===== src/rtl/frame_receiver.sv =====
// Frame sink after the Viterbi decoder: aligns to repeating {payload, zero tail}
// frames, recovers the payload and keeps saturating frame and bit-error counts.
module frame_receiver #(
  parameter int DATA_W = 4,
  parameter int TAIL_W = 3,
  parameter int LOCK_N = 2,
  parameter int LOSS_N = 2,
  parameter int CNT_W  = 16
) (
  input  logic              clk,
  input  logic              rst,
  input  logic              bit_en,
  input  logic              din,
  input  logic              din_valid,
  output logic [DATA_W-1:0] data_out,
  output logic              data_valid,
  output logic              locked,
  output logic              sync_loss,
  output logic [CNT_W-1:0]  frame_cnt,
  output logic [CNT_W-1:0]  err_cnt
);

  localparam int FRAME_W = DATA_W + TAIL_W;
  localparam int POS_W   = $clog2(FRAME_W);
  localparam int FILL_W  = $clog2(FRAME_W + 1);
  localparam int MATCH_W = $clog2(LOCK_N + 1);
  localparam int BAD_W   = $clog2(LOSS_N + 1);

  typedef enum logic [1:0] {HUNT, VERIFY, LOCKED} state_e;

  state_e              state_q, state_d;
  logic [FRAME_W-2:0]  w_q, w_d;
  logic [FILL_W-1:0]   fill_q, fill_d;
  logic [POS_W-1:0]    pos_q, pos_d;
  logic [DATA_W-1:0]   ref_q, ref_d;
  logic [MATCH_W-1:0]  match_q, match_d;
  logic [BAD_W-1:0]    bad_q, bad_d;
  logic [DATA_W-1:0]   data_q, data_d;
  logic                dv_q, dv_d;
  logic                locked_q, locked_d;
  logic                sl_q, sl_d;
  logic [CNT_W-1:0]    frame_cnt_q, frame_cnt_d;
  logic [CNT_W-1:0]    err_cnt_q, err_cnt_d;

  logic                s;
  logic [FRAME_W-1:0]  w_shift;
  logic [FILL_W-1:0]   fill_inc;
  logic                tail_ok;
  logic [DATA_W-1:0]   cand;
  logic                boundary;

  function automatic logic [CNT_W:0] popcount(input logic [DATA_W-1:0] v);
    logic [CNT_W:0] n;
    n = '0;
    for (int i = 0; i < DATA_W; i++) begin
      n = n + {{CNT_W{1'b0}}, v[i]};
    end
    return n;
  endfunction

  function automatic logic [CNT_W-1:0] sat_inc(input logic [CNT_W-1:0] a);
    return (a == '1) ? a : a + CNT_W'(1);
  endfunction

  // Sum is formed one bit wider so overflow is visible before clamping.
  function automatic logic [CNT_W-1:0] sat_add(input logic [CNT_W-1:0] a,
                                               input logic [CNT_W:0]   b);
    logic [CNT_W:0] sum;
    sum = {1'b0, a} + b;
    return sum[CNT_W] ? '1 : sum[CNT_W-1:0];
  endfunction

  // w_q keeps FRAME_W-1 past bits; with the incoming bit it forms the full window.
  assign s        = bit_en & din_valid;
  assign w_shift  = {w_q, din};
  assign fill_inc = (fill_q == FILL_W'(FRAME_W)) ? fill_q : fill_q + FILL_W'(1);
  assign tail_ok  = (w_shift[TAIL_W-1:0] == '0);
  assign cand     = w_shift[FRAME_W-1:TAIL_W];
  assign boundary = s && (pos_q == POS_W'(FRAME_W - 1));

  always_comb begin
    state_d     = state_q;
    w_d         = w_q;
    fill_d      = fill_q;
    pos_d       = pos_q;
    ref_d       = ref_q;
    match_d     = match_q;
    bad_d       = bad_q;
    data_d      = data_q;
    dv_d        = 1'b0;
    locked_d    = locked_q;
    sl_d        = 1'b0;
    frame_cnt_d = frame_cnt_q;
    err_cnt_d   = err_cnt_q;

    if (s) begin
      w_d    = w_shift[FRAME_W-2:0];
      fill_d = fill_inc;
      pos_d  = boundary ? '0 : pos_q + POS_W'(1);

      unique case (state_q)
        HUNT: begin
          // First zero-tail window after the buffer is full sets the frame phase.
          if (fill_inc == FILL_W'(FRAME_W) && tail_ok) begin
            ref_d   = cand;
            pos_d   = '0;
            match_d = MATCH_W'(1);
            state_d = VERIFY;
          end
        end
        VERIFY: begin
          if (boundary) begin
            if (tail_ok && cand == ref_q) begin
              if (match_q + MATCH_W'(1) == MATCH_W'(LOCK_N)) begin
                state_d  = LOCKED;
                locked_d = 1'b1;
                data_d   = ref_q;
                dv_d     = 1'b1;
                bad_d    = '0;
              end else begin
                match_d = match_q + MATCH_W'(1);
              end
            end else begin
              state_d = HUNT;
            end
          end
        end
        LOCKED: begin
          if (boundary) begin
            frame_cnt_d = sat_inc(frame_cnt_q);
            err_cnt_d   = sat_add(err_cnt_q, popcount(cand ^ data_q));
            data_d      = cand;
            dv_d        = 1'b1;
            if (!tail_ok) begin
              if (bad_q + BAD_W'(1) == BAD_W'(LOSS_N)) begin
                state_d  = HUNT;
                locked_d = 1'b0;
                sl_d     = 1'b1;
                bad_d    = '0;
              end else begin
                bad_d = bad_q + BAD_W'(1);
              end
            end else begin
              bad_d = '0;
            end
          end
        end
        default: state_d = HUNT;
      endcase
    end
  end

  always_ff @(posedge clk) begin
    if (rst) begin
      state_q     <= HUNT;
      w_q         <= '0;
      fill_q      <= '0;
      pos_q       <= '0;
      ref_q       <= '0;
      match_q     <= '0;
      bad_q       <= '0;
      data_q      <= '0;
      dv_q        <= 1'b0;
      locked_q    <= 1'b0;
      sl_q        <= 1'b0;
      frame_cnt_q <= '0;
      err_cnt_q   <= '0;
    end else begin
      state_q     <= state_d;
      w_q         <= w_d;
      fill_q      <= fill_d;
      pos_q       <= pos_d;
      ref_q       <= ref_d;
      match_q     <= match_d;
      bad_q       <= bad_d;
      data_q      <= data_d;
      dv_q        <= dv_d;
      locked_q    <= locked_d;
      sl_q        <= sl_d;
      frame_cnt_q <= frame_cnt_d;
      err_cnt_q   <= err_cnt_d;
    end
  end

  assign data_out   = data_q;
  assign data_valid = dv_q;
  assign locked     = locked_q;
  assign sync_loss  = sl_q;
  assign frame_cnt  = frame_cnt_q;
  assign err_cnt    = err_cnt_q;

endmodule


===== config.mk =====
export PLATFORM = sky130hd
export DESIGN_NAME = frame_receiver
export DESIGN_NICKNAME = d
export VERILOG_FILES = /design/src/rtl/frame_receiver.sv
export SDC_FILE = /design/constraint.sdc
export NUM_CORES = 1
export LEC_CHECK = 0
export CAP_MARGIN = 20
export CORE_MARGIN = 2
export CORE_UTILIZATION = 47
export CTS_CLUSTER_DIAMETER = 150
export CTS_CLUSTER_SIZE = 20
export DETAILED_ROUTE_END_ITERATION = 10
export PLACE_DENSITY = 0.67
export SETUP_SLACK_MARGIN = 0.05
export SYNTH_ARGS = -nofsm -noshare
export SYNTH_HDL_FRONTEND = slang
export SYNTH_SLANG_ARGS = --single-unit

===== constraint.sdc =====
create_clock -name clk -period 3.3 [get_ports clk]
set_input_delay 0.825 -clock clk [delete_from_list [all_inputs] [get_ports clk]]
set_output_delay 0.825 -clock clk [all_outputs]
set_load 0.02 [all_outputs]

==> results of run 1 <==
[flip-flops by register name (all words and copies together), names as in the netlist, named ones only]
name	count
data_valid	1
w_q	6
match_q	2
data_out	4
bad_q	2
sync_loss	1
fill_q	2
frame_cnt	16
pos_q	3
locked	1
ref_q	4
state_q	2
err_cnt	16
[cells in the mapped netlist (8+ instances only)]
| cell | count |
|---|---|
| clkbuf_1 | 14 |
| a311oi_1 | 8 |
| inv_1 | 16 |
| o21ai_0 | 8 |
| a21oi_1 | 38 |
| nor2_1 | 34 |
| xor2_1 | 8 |
| dfxtp_1 | 61 |
| nor3_1 | 16 |
| nand3_1 | 8 |
| nand2_1 | 34 |
| xnor2_1 | 23 |
| ha_1 | 9 |
| nand4_1 | 12 |
[worst max-delay path, delay by kind of cell (launching register included)]
| kind | cells | cell delay, ns |
|---|---|---|
| AO/OA/AOI/OAI | 1 | 0.26 |
| XOR/XNOR | 1 | 0.17 |
| flip-flops | 1 | 0.45 |
| adder cells (fa/ha/maj) | 3 | 1.17 |
| buffers and inverters | 1 | 0.08 |
| AND/OR/NAND/NOR | 2 | 0.72 |
[power by group through the flow]
stage                     Sequential, uW  Combinational [uW]  Clock (uW)
after global routing                 743                47.7         871
after global placement               760                42.4           0
after CTS                            743                43.5         840
after detailed placement             760                43.3           0
final                                743                43.6         826
after floorplan                      759                28.5           0
[path summary, 6_finish.rpt]
path / start / endpoint / cells past startpoint
max: w_q[2] / err_cnt[13] / 8
min: bad_q[1] / bad_q[1] / 1
max reg2reg: w_q[2] / err_cnt[13] / 8
min reg2reg: bad_q[1] / bad_q[1] / 1
[kinds of logic after synthesis]
| family | Yosys count | synth area share [%] |
|---|---|---|
| mux | 7 | 2.28 |
| flops | 61 | 39.8 |
| compound gates | 75 | 15.5 |
| buf+inv | 36 | 4.81 |
| fa+ha+maj | 12 | 5.63 |
| simple gates | 135 | 23.1 |
| xor+xnor | 31 | 8.85 |
[routing by layer]
| layer | global-route usage, % | share of wire [%] |
|---|---|---|
| met5 | 0 | 0 |
| met4 | 7.79 | 1.7 |
| met1 | 25.8 | 48 |
| met2 | 31.6 | 47 |
| met3 | 4.33 | 3.5 |
[layout make-up]
| cell class | count | area share, % |
|---|---|---|
| tap | 77 | 2.53 |
| inverter | 16 | 1.58 |
| sequential | 61 | 32.1 |
| timing repair buffer | 51 | 12.8 |
| clock buffer | 11 | 3.98 |
| multi-input combinational | 260 | 44.6 |
| clock inverter | 4 | 2.50 |
[cells in the final DEF, fill, tap and decap left out, types with 2 or more instances in the layout]
cell / count
a211oi_1: 2
a21oi_1: 38
a311oi_1: 8
a31o_2: 2
a31oi_1: 3
and2_1: 2
and3_1: 3
and4_1: 6
buf_4: 8
bufinv_16: 3
clkbuf_8: 11
clkdlybuf4s50_1: 42
dfxtp_1: 61
fa_1: 3
ha_1: 9
inv_1: 16
mux2i_1: 7
nand2_1: 34
nand2b_1: 2
nand3_1: 8
nand4_1: 12
nor2_1: 34
nor3_1: 16
nor3b_1: 2
nor4_1: 6
o2111ai_1: 2
o211ai_1: 2
o21ai_0: 8
or3_1: 2
xnor2_1: 23
xor2_1: 8
[metrics by stage]
| step | utilization [%] | instances | setup slack, ns |
|---|---|---|---|
| floorplan | - | 357 | 0.476 |
| global placement | 56.4 | 465 | 0.485 |
| detailed placement | 56.4 | 465 | 0.421 |
| CTS | 60.3 | 480 | 0.395 |
| global route | 60.3 | 480 | 0.112 |
| finish | 60.3 | 480 | 0.372 |
==> flow_summary_export.csv, run 1 <==
group,metric,value,unit
sta,final-hold-violation-count,0,
clock_network,cts_setup_buffers,0,
floorplan,io_pins,44,
synthesis,synthCells,357,
global_routing,grt_max_degree,34,
drt,ant_nets,0,
sta,setup_viol,0,
pwr,p_per_area,424,nW/um^2
place,placed_area,3560,um^2
clock_network,htreeDepth,3,
place,io_buffers,43,
floorplan,core_area,6310,um^2
global_routing,gr-usage-all-layers,19.7,%
final_layout,multi_input_area,1700,um^2
pwr,power.leakage,0.00128,uW
critical_path,slowest_delay,0.59,ns
global_routing,antenna_found_initial,0,
sta,max_freq,342,MHz
outcome,status,"completed",
sta,maxSlewViolCount,0,
drt,drt_iter0_drc,76,
floorplan,die_w,84.8,um
pwr,netSwitchingFraction,19.9,%
clock_network,cts_sinks,61,
pwr,p_comb_share,2.7,%
critical_path,path_cells,"xnor2_1 -> fa_1 -> fa_1 -> inv_1 -> fa_1 -> nand4_1 -> or3_1 -> a211oi_1",
sta,fin_crit,2.93,ns
clock_network,cts_tree,"built",
critical_path,arrival,3.18,ns
synthesis,netlist_area,3070,um^2
synthesis,synth_top_area_share,39.8,%
final_layout,diodes,0,
final_layout,syn_to_final_growth,24.2,%
clock_network,clk_latency,0.34,ns
sta,rsz0062_at_grt,"no",
critical_path,r2r_slack,0.37,ns
pwr,seq_power_share,46.1,%
final_layout,drive_above_1_share,7.44,%
clock_network,cts_made_buffers,9,
synthesis,ys.warnings.count,0,
pwr,ir_worst_vdd,0.000287,V
drt,vias,2685,
global_routing,grt_pass1_wl,11300,um
final_layout,regArea,1220,um^2
synthesis,syn_nets,374,
pwr,switchingPower,321,uW
synthesis,avgSynthCellArea,8.59,um^2
critical_path,path_class,"flop to flop",
drt,first_pass_iters,4,
pwr,power.internal,1290,uW
critical_path,cp-end-kind,"flop",
final_layout,layout.nets,416,
drt,finalWirelength,6790,um
synthesis,ys_seq_area_share,39.8,%
final_layout,fin_area,3810,um^2
sta,skew,0.00711,ns
place,globalplace.congestion,0.797,
global_routing,grt_pass1_vias,2423,
run,maxCapViolCount,0,
place,dp_hpwl,4680,um
pwr,total_power,1610,uW
synthesis,ys_async_sr_fraction,0,%
drt,drc,0,
sta,holdWs,0.443,ns
synthesis,synth_cell_types,49,
sta,finalCritPeriodShare,88.7,%
worst_hold_path,min_path_type,"flop to flop",
pwr,clockPowerShare,51.2,%
floorplan,start_util,48.6,%
floorplan,die_h,84.8,um
global_routing,globalRouteOverflowTotal,0,
synthesis,ys_ff_latch,61,
final_layout,fill_cells,573,
sta,slew_headroom,64.0,%
critical_path,cp.required,3.56,ns
sta,fin_tns_setup,0,ns
sta,tightest_slew,0.540,ns
clock_network,cts_buffer_depth,2,
clock_network,clk_pin_slew_worst_paths,0.07,ns
clock_network,cts_hold_buffers,0,
drt,wl_per_cell,14.1,um
drt,via_per_inst,5.59,
floorplan,rows,29,
floorplan,fp.dieArea,7190,um^2
synthesis,ys_top_cells_by_area,"dfxtp_1 40%, xnor2_1 6.6%, a21oi_1 6.2%",
synthesis,synth_ff_type,"dfxtp_1",
clock_network,cts.root.buffer_cell,"clkbuf_8",
critical_path,cp_common_cell,"fa_1",
clock_network,cts_resized,0,
synthesis,yosysTopAreaCell,"dfxtp_1",
critical_path,slowest_stage,"or3_1",
synthesis,synth_edf_count,0,
critical_path,crit_path_max_fanout,12,
critical_path,start_kind,"flop",
Power figures use the tool's default switching activity.
==> inputs of run 2 (changes only) <==
SKIP_LAST_GASP = 1   (was unset)
==> results of run 2 <==
The final DEF is identical to that of run 1; final timing and power are the same.
